**config.mk**
```make
export PLATFORM = sky130hd
export DESIGN_NAME = sseg_disp_mux
export DESIGN_NICKNAME = d
export VERILOG_FILES = /design/src/rtl/sseg_pkg.sv /design/src/rtl/bcd_to_sseg.sv /design/src/rtl/sseg_disp_mux.sv
export SDC_FILE = /design/constraint.sdc
export NUM_CORES = 1
export LEC_CHECK = 0
export CORE_MARGIN = 4
export CORE_UTILIZATION = 35
export DETAILED_ROUTE_END_ITERATION = 7
export GPL_ROUTABILITY_DRIVEN = 0
export PLACE_DENSITY = 0.62
export SYNTH_ARGS = -nofsm -noshare
export SYNTH_HDL_FRONTEND = slang
export SYNTH_HIERARCHICAL = 1
export SYNTH_SLANG_ARGS = --single-unit
```
**constraint.sdc**
```tcl
create_clock -name clk -period 2.3 [get_ports clk]
set_input_delay 0.46 -clock clk [delete_from_list [all_inputs] [get_ports clk]]
set_output_delay 0.46 -clock clk [all_outputs]
set_load 0.05 [all_outputs]
```
**src/rtl/sseg_pkg.sv**
```systemverilog
// Shared constants and types for the multiplexed seven-segment display driver.
// Segment codes are active-low, bit order g,f,e,d,c,b,a.
package sseg_pkg;

    localparam int unsigned N_DIGITS = 4;

    localparam logic [6:0] SEG_0    = 7'b1000000;
    localparam logic [6:0] SEG_1    = 7'b1111001;
    localparam logic [6:0] SEG_2    = 7'b0100100;
    localparam logic [6:0] SEG_3    = 7'b0110000;
    localparam logic [6:0] SEG_4    = 7'b0011001;
    localparam logic [6:0] SEG_5    = 7'b0010010;
    localparam logic [6:0] SEG_6    = 7'b0000010;
    localparam logic [6:0] SEG_7    = 7'b1111000;
    localparam logic [6:0] SEG_8    = 7'b0000000;
    localparam logic [6:0] SEG_9    = 7'b0010000;
    localparam logic [6:0] SEG_DASH = 7'b0111111;
    localparam logic [6:0] SEG_OFF  = 7'b1111111;

    typedef logic [1:0] digit_idx_t;

    // One coherent snapshot of everything the display shows for a frame.
    typedef struct packed {
        logic [N_DIGITS-1:0][3:0] digit;
        logic [N_DIGITS-1:0]      dp;
    } frame_t;

endpackage

```
**src/rtl/bcd_to_sseg.sv**
```systemverilog
// BCD digit to active-low seven-segment pattern; non-BCD codes render as a dash.
module bcd_to_sseg
    import sseg_pkg::*;
(
    input  logic [3:0] bcd,
    output logic [6:0] seg
);

    always_comb begin
        seg = SEG_DASH;
        case (bcd)
            4'd0:    seg = SEG_0;
            4'd1:    seg = SEG_1;
            4'd2:    seg = SEG_2;
            4'd3:    seg = SEG_3;
            4'd4:    seg = SEG_4;
            4'd5:    seg = SEG_5;
            4'd6:    seg = SEG_6;
            4'd7:    seg = SEG_7;
            4'd8:    seg = SEG_8;
            4'd9:    seg = SEG_9;
            default: seg = SEG_DASH;
        endcase
    end

endmodule

```
**src/rtl/sseg_disp_mux.sv**
```systemverilog
// Four-digit common-anode display multiplexer with once-per-frame input capture.
// Define SSEG_LZ_BLANK_EN to blank leading zeros on digits 3..1.
module sseg_disp_mux
    import sseg_pkg::*;
#(
    parameter int unsigned REFRESH_DVSR = 50000,
    parameter int unsigned REFRESH_W    = 16
) (
    input  logic       clk,
    input  logic       reset,
    input  logic       en,
    input  logic [3:0] d0,
    input  logic [3:0] d1,
    input  logic [3:0] d2,
    input  logic [3:0] d3,
    input  logic [3:0] dp_in,
    output logic [3:0] an,
    output logic [7:0] sseg
);

    localparam logic [REFRESH_W-1:0] CNT_MAX = REFRESH_W'(REFRESH_DVSR - 1);

    logic [REFRESH_W-1:0] cnt_q, cnt_d;
    digit_idx_t           idx_q, idx_d;
    frame_t               shadow_q, shadow_d;
    logic [3:0]           an_q, an_d;
    logic [7:0]           sseg_q, sseg_d;
    logic                 tick;
    logic [3:0]           cur_digit;
    logic [6:0]           cur_seg;
    logic                 blank;

    // Counter freezes while disabled, so a tick can never coincide with en = 0.
    always_comb begin
        cnt_d    = cnt_q;
        idx_d    = idx_q;
        shadow_d = shadow_q;
        tick     = 1'b0;
        if (en) begin
            if (cnt_q == CNT_MAX) begin
                cnt_d = '0;
                tick  = 1'b1;
            end else begin
                cnt_d = cnt_q + 1'b1;
            end
        end
        if (tick) begin
            idx_d = digit_idx_t'(idx_q + 2'd1);
            if (idx_q == digit_idx_t'(N_DIGITS - 1)) begin
                shadow_d.digit = {d3, d2, d1, d0};
                shadow_d.dp    = dp_in;
            end
        end
    end

    assign cur_digit = shadow_q.digit[idx_q];

    bcd_to_sseg u_bcd_to_sseg (
        .bcd (cur_digit),
        .seg (cur_seg)
    );

`ifdef SSEG_LZ_BLANK_EN
    logic [N_DIGITS-1:0] lz;

    always_comb begin
        lz    = '0;
        lz[3] = (shadow_q.digit[3] == 4'd0);
        lz[2] = lz[3] && (shadow_q.digit[2] == 4'd0);
        lz[1] = lz[2] && (shadow_q.digit[1] == 4'd0);
    end

    assign blank = lz[idx_q];
`else
    assign blank = 1'b0;
`endif

    always_comb begin
        an_d   = 4'b1111;
        sseg_d = 8'hFF;
        if (en) begin
            an_d         = ~(4'b0001 << idx_q);
            sseg_d[7]    = ~shadow_q.dp[idx_q];
            sseg_d[6:0]  = blank ? SEG_OFF : cur_seg;
        end
    end

    always_ff @(posedge clk or negedge reset) begin
        if (!reset) begin
            cnt_q    <= '0;
            idx_q    <= '0;
            shadow_q <= '0;
            an_q     <= 4'b1111;
            sseg_q   <= 8'hFF;
        end else begin
            cnt_q    <= cnt_d;
            idx_q    <= idx_d;
            shadow_q <= shadow_d;
            an_q     <= an_d;
            sseg_q   <= sseg_d;
        end
    end

    assign an   = an_q;
    assign sseg = sseg_q;

endmodule

```
==> run summary <==
Outcome = finished clean
Int Pwr = 1260 uW
Setup tns final = 0 ns
Max-cap check violation count = 0
Crit path DAT = 1.67 ns
Count of flip-flops with a built-in enable after synthesis = 0
Root Buffer = clkbuf_8
LEAKAGE = 0.00133 uW
Remaining antenna violation count = 0
Hold_buf cts = 0
Setup Crit Path Kind = register to output port
Die height = 91.6 um
Synth Register Bits = 50
DRC = 0
Synth warn = 6
CP bufs+invs = 1
Setup-failing EPs final = 0
DR pass1 iterations = 4
Placed wire-length estimate = 3.13 mm
CP Max Fanout = 1
Startpoint Class = register
Resized cells post-CTS = 0
Port bufs = 34
Total GRT Usage = 11.4%
Total gr overflow = 0
RSZ-0062 raised after global routing = false
1st-iter DRT viols = 40
Syn avg cell area = 11.9 um2
Clock sinks = 50
DIE AREA = 8390 um2
Worst hold path type = primary input to asynchronous set/reset pin
Post-DR vias/cell = 4.67
Critical Path Source = an[2]
Global-route wire length before repair = 7.66 mm
Synth async-reset ratio = 100%
Minimum clock period = 2.13 ns
Mux share of post-synthesis cell area = 14.2%
Synth Flop Type = dfrtp_1
Peak supply drop = 0.242 mV
Compound-Gate Fraction of Synth Area = 2.66%
Cell area after layout = 3000 um2
Final wirelength = 4.36 mm
Mapped Nets = 239
Actual slew at the worst max-slew pin = 0.623 ns
Fmax = 470 MHz
Largest family of logic cells by synthesized area = simple AND/OR/NAND/NOR gates
I/O pins = 35
Inserted Clock Buffers = 5
Synth top area share = 38.9%
Hold Fails Final Rpt = 0
Postcts setup bufs = 0
Crit end category = output port
Total core area = 6790 um2
Final setup margin = 0.173 ns
Delay-heaviest family, CP = buffers and inverters
Area contributors post-synth = dfrtp_1 39%, dfstp_2 13%, mux2_2 9.2%, ha_1 5.1%, mux4_2 4.6%
Area Overhead vs Synth = 22.6%
Vias in the first global route = 1634
Clk network pwr share = 31.5%
Deepest clock path buffer count = 2
Synth cell types = 40
PwrDens = 585 nW/um2
DR vias = 1594
CTS H-tree depth = 2
Starting Density = 36.0%
Worst-path clk slew = 0.11 ns
Die Wd = 91.6 um
Cell area after placement = 2900 um2
Fillers = 665
Leading area contributor after synthesis = dfrtp_1
Crit-path cells = clkdlybuf4s50_1
Row count = 30
Clock Skew = 0.0118 ns
Post-synthesis sequential area ratio = 51.8%
NetSw = 494 uW
Slowest cell on crit path = clkdlybuf4s50_1
Slowest Stage Delay on Critical Path = 0.80 ns
Reg2reg start = cnt_q[13]
Sequential Power Share = 57.5%
Initial antenna violation count = 0
Rel. slew slack = 58.5%
Largest net degree at the start of global routing = 51
Setup WS pre-CTS = 0.205 ns
Mapped Cells = 206
Simple-gate share of the synthesized area = 17.7%
Cell Area, Synth = 2450 um2
Nets@finish = 277
Gate power share = 11.0%
Antenna Cells = 0
Adder-Cell Fraction of Synth Area = 5.12%
Share of cells above drive strength 1 = 24.1%
Fin. max-slew vios = 0
Critical Path RT = 1.84 ns
Period utilization = 92.5%
CTS tree = yes
WL/cell = 12.8 um
Sw Share = 28.2%
Post-Synth XOR/XNOR Area = 5.01%
Clk Latency, worst-skew pair = 0.32 ns
per-stage QoR:
stage | instances | total power [uW] | utilization (%) | hold WS (ns)
floorplan | 206 | 1120 | - | 0.164
global placement | 333 | 1220 | 42.7 | 0.488
detailed placement | 333 | 1220 | 42.7 | 0.495
CTS | 341 | 1790 | 44.1 | 0.257
global route | 341 | 1850 | 44.1 | 0.297
finish | 341 | 1750 | 44.1 | 0.230
registers in the layout, indices dropped and copies added (netlist names):
name,cells
sseg,8
idx_q,2
cnt_q,16
an,4
shadow_q,20
power groups by stage:
stage	combinational (uW)	sequential [uW]	clock [uW]
2_1_floorplan	103	1020	0
3_3_place_gp	193	1020	0
3_5_place_dp	195	1020	0
4_1_cts	197	1010	580
5_1_grt	218	1020	612
6_report	193	1010	552
layout by cell type, fill, tap and decap left out, types with 5 or more instances in the layout:
master and n:
xor2_1 7, clkbuf_8 5, nor2_1 18, clkdlybuf4s50_1 33, nand2b_1 9, nand2_1 19, buf_4 5, dfstp_2 12
nand3_1 6, xnor2_1 7, ha_1 10, nand4_1 6, mux2_2 20, o21ai_0 5, mux4_2 5, dfrtp_1 38
inv_1 7
cells by family after synthesis:
family                   after synthesis
flip-flops                            50
XOR/XNOR                              14
AND/OR/NAND/NOR                       79
multiplexers                          26
adder cells (fa/ha/maj)               10
buffers and inverters                 16
AO/OA/AOI/OAI                         11
cell type report:
type                            count  area, um2  share of cell area [%]
Inverter                            7       26.3                   0.876
Tap cell                           96        120                    4.01
Clock buffer                        5       68.8                    2.30
Clock inverter                      3       28.8                   0.960
Multi-Input combinational cell    140       1090                    36.5
Sequential cell                    50       1270                    42.2
Timing Repair Buffer               40        393                    13.1
path summary, 6_finish.rpt:
| kind | slack [ns] | depth (start not counted) | end |
|---|---|---|---|
| worst min register to register | 0.51 | 1 | shadow_q[9] |
| worst min-delay path | 0.23 | 2 | cnt_q[13] |
| min in group clk | 0.51 | 1 | shadow_q[9] |
| max in group asynchronous | 1.64 | 2 | cnt_q[15] |
| worst max register to register | 0.32 | 4 | cnt_q[6] |
| worst max-delay path | 0.17 | 1 | an[2] |
synth_stat cells, drive strengths merged, types with 2 or more instances:
library cell  number
nor2              18
and2               2
inv                7
nand2b             9
or2                2
dfstp             12
nor4               4
nand4b             2
dfrtp             38
and4               2
nand2             19
buf                5
mux2              20
mux4               5
nand4              6
nand3              6
xnor2              7
clkbuf             4
a21oi              4
o21ai              6
xor2               7
nor3               2
ha                10
metal layers:
layer,wire (um),global-route usage (%),vias to the layer above
met5,0,0,-
met3,204,3.15,6
met2,2030,18.1,35
met4,69,3.77,0
li1,-,-,790
met1,2060,15.0,763
Power figures use the tool's default switching activity.
